===== src/rtl/apb_master.sv =====
// APB requester: turns single user commands into APB SETUP/ACCESS transfers.
// A transfer completes when the completer raises pready. If pready stays low
// for TIMEOUT ACCESS cycles, the transfer is aborted with an error response.
module apb_master #(
    parameter int ADDR_W  = 32,
    parameter int DATA_W  = 32,
    parameter int TIMEOUT = 16
) (
    input  logic              pclk,
    input  logic              preset_n,

    input  logic              cmd_valid,
    output logic              cmd_ready,
    input  logic              cmd_write,
    input  logic [ADDR_W-1:0] cmd_addr,
    input  logic [DATA_W-1:0] cmd_wdata,

    output logic              rsp_valid,
    output logic [DATA_W-1:0] rsp_rdata,
    output logic              rsp_err,
    output logic              rsp_timeout,

    output logic              psel,
    output logic              penable,
    output logic              pwrite,
    output logic [ADDR_W-1:0] paddr,
    output logic [DATA_W-1:0] pwdata,
    input  logic [DATA_W-1:0] prdata,
    input  logic              pready,
    input  logic              pslverr
);

    typedef enum logic [1:0] {
        IDLE,
        SETUP,
        ACCESS
    } state_t;

    state_t     state;
    logic [7:0] wait_cnt;

    // Counter value at which one more low-pready edge means TIMEOUT waits.
    localparam logic [7:0] WAIT_LAST = 8'(TIMEOUT - 1);

    // Commands are only taken while no transfer is in flight.
    assign cmd_ready = (state == IDLE);

    // Transfer sequencing, APB bus outputs and response registers.
    always_ff @(posedge pclk) begin
        if (!preset_n) begin
            state       <= IDLE;
            wait_cnt    <= '0;
            psel        <= 1'b0;
            penable     <= 1'b0;
            pwrite      <= 1'b0;
            paddr       <= '0;
            pwdata      <= '0;
            rsp_valid   <= 1'b0;
            rsp_rdata   <= '0;
            rsp_err     <= 1'b0;
            rsp_timeout <= 1'b0;
        end else begin
            rsp_valid <= 1'b0;
            case (state)
                IDLE: begin
                    if (cmd_valid) begin
                        state   <= SETUP;
                        psel    <= 1'b1;
                        penable <= 1'b0;
                        pwrite  <= cmd_write;
                        paddr   <= cmd_addr;
                        pwdata  <= cmd_wdata;
                    end
                end
                SETUP: begin
                    state    <= ACCESS;
                    penable  <= 1'b1;
                    wait_cnt <= '0;
                end
                ACCESS: begin
                    if (pready) begin
                        // pready wins even on the edge the timeout would fire.
                        state       <= IDLE;
                        psel        <= 1'b0;
                        penable     <= 1'b0;
                        rsp_valid   <= 1'b1;
                        rsp_err     <= pslverr;
                        rsp_timeout <= 1'b0;
                        rsp_rdata   <= pwrite ? '0 : prdata;
                    end else if (wait_cnt == WAIT_LAST) begin
                        state       <= IDLE;
                        psel        <= 1'b0;
                        penable     <= 1'b0;
                        wait_cnt    <= wait_cnt + 8'd1;
                        rsp_valid   <= 1'b1;
                        rsp_err     <= 1'b1;
                        rsp_timeout <= 1'b1;
                        rsp_rdata   <= '0;
                    end else begin
                        wait_cnt <= wait_cnt + 8'd1;
                    end
                end
                default: begin
                    state   <= IDLE;
                    psel    <= 1'b0;
                    penable <= 1'b0;
                end
            endcase
        end
    end

endmodule


===== config.mk =====
export PLATFORM = sky130hd
export DESIGN_NAME = apb_master
export DESIGN_NICKNAME = d
export VERILOG_FILES = /design/src/rtl/apb_master.sv
export SDC_FILE = /design/constraint.sdc
export NUM_CORES = 1
export LEC_CHECK = 0
export BUFFER_PORTS_ARGS = -buffer_cell sky130_fd_sc_hd__buf_2
export CORE_ASPECT_RATIO = 0.8
export CORE_MARGIN = 5
export CORE_UTILIZATION = 49
export CTS_CLUSTER_SIZE = 28
export DETAILED_ROUTE_END_ITERATION = 16
export PLACE_DENSITY_LB_ADDON = 0.1
export SETUP_SLACK_MARGIN = 0.4
export SLEW_MARGIN = 20
export SYNTH_ARGS = -nofsm -noshare
export SYNTH_HDL_FRONTEND = slang
export SYNTH_SLANG_ARGS = --single-unit

===== constraint.sdc =====
create_clock -name pclk -period 3.9 [get_ports pclk]
set_input_delay 0.39 -clock pclk [delete_from_list [all_inputs] [get_ports pclk]]
set_output_delay 0.39 -clock pclk [all_outputs]
set_load 0.005 [all_outputs]

### Yosys cells after proc, flatten, opt, wreduce, memory -nomap -nowiden

Index checks and enable logic that the tools add are counted.
Widths: inputs -> output; s select.

* input bits: 102
* register bits after elaboration: 112

* bitwise gates (word level): 1
* add/sub/neg operators: 1
* eq/ne operators: 6
* muxes and demuxes: 20
* reduce and logical (&&, ||, !) cells: 9

Operators with widths (number)
* $mux 32: 3
* $pmux 8 s2: 1
* $reduce_and 2->1: 5
* $mux 1: 9
* $add 8x1->8 const B: 1
* $eq 8x4->1 const B: 1
* $mux 8: 1
* $mux 2: 3
* $pmux 1 s3: 2
* $pmux 2 s3: 1
* $ne 2x2->1 const B: 2
* $reduce_bool 2->1: 2
* $ne 3x3->1 const B: 1
* $reduce_and 3->1: 1
* $eq 2x1->1 const B: 1
* $eq 2x2->1 const B: 1
* $logic_not 2->1: 1
* $not 1->1: 1

### Longest topological paths before layout

* depth in word-level cells: 4
* depth in mapped cells: 7
* gate-level depth less buffers: 5

### Worst setup path before layout

OpenSTA, ideal clock, no wires.

* path kind: reg-to-reg
* start: register wait_cnt[0]
* end: register rsp_rdata[0]
* library setup time: 59 ps
* arrival time: 1539 ps
* period minus slack after synthesis: 1598 ps
* cell stages (with the launch flop): 7
* required time: 3841 ps
* setup slack: 2302 ps
* cell sequence: dfxtp_1 ha_1 and3_1 a21oi_2 o21a_1 buf_2 a22o_1

* longest elaborated chain between the ends: 3

Ends and longest elaborated chain
* start: declaration: line 40 `logic [7:0] wait_cnt;`
* start signal: assignment: line 94 `wait_cnt <= wait_cnt + 8'd1;`
* start signal: assignment: line 100 `wait_cnt <= wait_cnt + 8'd1;`
* $eq 8x4->1: line 90 `end else if (wait_cnt == WAIT_LAST) begin`
* $reduce_bool 2->1 (no source line)
* $reduce_and 2->1 (no source line)
* end signal: assignment: line 89 `rsp_rdata <= pwrite ? '0 : prdata;`
* end: declaration: line 19 `output logic [DATA_W-1:0] rsp_rdata,`

Every way passes these cells.
A chain may end at the register's enable or synchronous reset.

==> key figures <==
Pwr
  – VDD IR-drop max: roughly 0.26 mV
  – LEAKAGE: 2.48 nW
  – P_int: 1.54 mW
  – Sw Pwr: between 0.5 and 0.6 mW
  – Sequential Power Share: 0.578
  – PD cells: about 390 nW/µm²
  – Switch share: 0.265
  – Gate power share: 0.120
  – Clock network fraction of total power: 0.301

Route
  – DRT iter0 DRCs: roughly 250
  – Drt drc: 0
  – Vias: 3752
  – Routed vias/inst: a little under 5
  – Pre-antenna DRT Iters: 5
  – ANT nets after route: 0
  – Post-DR wirelength/cell: about 14 µm
  – Final WL: 10700 µm

Global routing
  – GRT Total Usage: 0.201
  – Global-route wire length before repair: between 15000 and 20000 µm
  – Vias in the first global route: roughly 3500
  – Initial antenna violation count: 0
  – Largest net degree at the start of global routing: 94
  – GRT overflow: 0

Synthesis
  – Sequential fraction of the synthesis area: 0.537
  – Synthesized area per cell: ~9 µm²
  – EDFF count, synth: 0
  – Ranking of synthesized cells by area: dfxtp_1 (54%), a21boi_0 (15%), nand2_1 (14%)
  – Most common cell in the synthesized netlist: nand2_1
  – Main flop type after synthesis: dfxtp_1
  – Syn Inst Count: around 460
  – Ys Warns: 0
  – Synth cell count leaders: nand2_1 (155), dfxtp_1 (111), a21boi_0 (85), clkbuf_1 (22), o21ai_0 (21)
  – Mapped cell area: 4140 µm²
  – Area share of the largest cell type after synthesis: 0.537
  – Flops & latches, synth: 111
  – Synth unique cells: 34
  – Post-Syn Nets: 564
  – Cell taking the most area after synthesis: dfxtp_1
  – Async set-reset flop share out of synthesis: 0

CTS
  – Sink Count: about 110
  – Hold-fix buffers at CTS: 0
  – Postcts setup bufs: 0
  – Total CTS buffers: 9
  – H-tree Lvls: 3
  – Cells resized by post-CTS repair: 0
  – Longest Clk Path Bufs: 2
  – Worst-Skew Late Latency: about 0.36 ns
  – Worst-path clk slew: approximately 0.11 ns
  – CTS tree: yes
  – Root buf cell: clkbuf_8

Worst setup path
  – CP max stage delay: ~0.80 ns
  – Cell family with most CP delay: simple AND/OR/NAND/NOR gates
  – Worst Setup Path Type: register to register
  – Worst path arrival time: around 2.4 ns
  – Worst path required time: roughly 4.2 ns
  – CP max FO: 50
  – Sum of buffers and inverters on the critical path: 1
  – Worst Setup Start Kind: register
  – Crit-path cells: nor2_1 > and2_2 > buf_4 > nand2_1 > a21boi_0
  – Crit path max-delay cell type: and2_2
  – Crit. End Element: register

Final layout
  – Fin util: 0.639
  – Area added between synthesis and finish: 29.2%
  – Share of post-route cells with drive strength above 1: 0.352
  – Antenna cells: 0
  – Final net count: about 750

Timing
  – Setup TNS Final: 0 ns
  – Fin crit share: 0.553
  – Setup-failing EPs final: 0
  – Skew final: 0.0135 ns
  – Worst-Margin Slew: around 0.91 ns
  – Fmax achieved: about 0.46 GHz
  – Worst rel slew slack: 0.391
  – RSZ-0062 raised after global routing: false
  – Max Slew Vio Count: 0
  – Minimum clock period: approximately 2.2 ns
  – Final Hold Fails: 0

Placed design
  – RePlAce Congestion: around 0.84
  – HPWL Detailed: 7780 µm
  – IO buf count: a little over 200

Outcome
  – Status: completed

Floorplanning
  – Die W: ~110 µm
  – Std-Cell Rows: 30
  – # IOs: 205
  – Initial Utilization: 0.494
  – Die Ht: between 90 and 100 µm
  – Die ar.: around 10000 µm²
  – Core area: roughly 8400 µm²

Worst hold path
  – Hold Path Class: primary input to register

Flow run
  – # Max-Cap Violations: 0
## registers in the layout, summed over array words and instances, names as in the netlist
name	flops
rsp_rdata	32
rsp_timeout	1
state	1
pwrite	1
paddr	32
penable	1
pwdata	32
rsp_valid	1
wait_cnt	8
psel	1
rsp_err	1
## power by group through the flow
stage | registers [mW] | clock network (mW) | logic, mW
after floorplan | 1.24 | 0 | 0.118
after global placement | 1.24 | 0 | 0.251
after detailed placement | 1.24 | 0 | 0.255
after CTS | 1.21 | 0.650 | 0.256
after global routing | 1.22 | 0.712 | 0.282
final | 1.21 | 0.632 | 0.252
## worst register-to-register path, stage by stage (launching register included)
cell and delay [ns]:
dfxtp_1 0.38, nor2_1 0.29, and2_2 0.80, buf_4 0.37, nand2_1 0.07, a21boi_0 0.17
## worst paths after layout
path              from            to  slack (ns)  depth (start not counted)
max            penable    pwdata[23]        1.74                          5
min          prdata[7]  rsp_rdata[7]        0.24                          2
max reg2reg    penable    pwdata[23]        1.74                          5
min reg2reg  pwdata[7]     pwdata[7]        0.47                          2
## per-stage QoR
step / hold slack, ns / cell area (µm²) / cells / setup slack (ns) / total power [mW]
CTS: 0.220 / 5350 / 762 / 1.71 / 2.12
detailed placement: 0.451 / 5170 / 746 / 1.75 / 1.49
global placement: 0.448 / 5160 / 746 / 1.83 / 1.49
floorplan: 0.460 / 4140 / 461 / 2.30 / 1.36
global route: 0.207 / 5350 / 762 / 1.48 / 2.21
finish: 0.237 / 5350 / 762 / 1.74 / 2.10
## logic make-up (layout without fill, tap and decap cells)
family                     count (synthesis)  count (layout)  share of synthesized area
AOI/OAI and AO/OA                        131             131                      0.231
and+or+nand+nor                          182             182                      0.186
adders and majority gates                  1               1                    0.00302
muxes                                      1               1                    0.00242
DFF                                      111             111                      0.537
buffers and inverters                     35             224                     0.0396
## cell type report
type,instances,area [µm²]
Sequential cell,111,2220
Timing Repair Buffer,207,1040
Inverter,1,3.75
Fill cell,782,3020
Clock inverter,7,53.8
Clock buffer,9,124
Multi-Input combinational cell,315,1760
Tap cell,112,140
## routing by layer
metal,vias up,global-route usage,wire length (µm)
li1,1907,-,-
met1,1721,0.258,4750
met2,112,0.335,5110
met3,12,0.0594,734
met4,0,0.0440,128
met5,-,0,0
## layout by cell type, fill, tap and decap left out, types with 3 or more instances in the layout
cell type    n
a21boi_0    85
a22o_1      16
and2_1       4
buf_2      204
buf_4        3
clkbuf_8     9
dfxtp_1    111
nand2_1    154
nand2b_1     3
nand3b_1     3
nor2_1       3
o21ai_0     21
No activity file was read; power rests on OpenSTA's default activity.
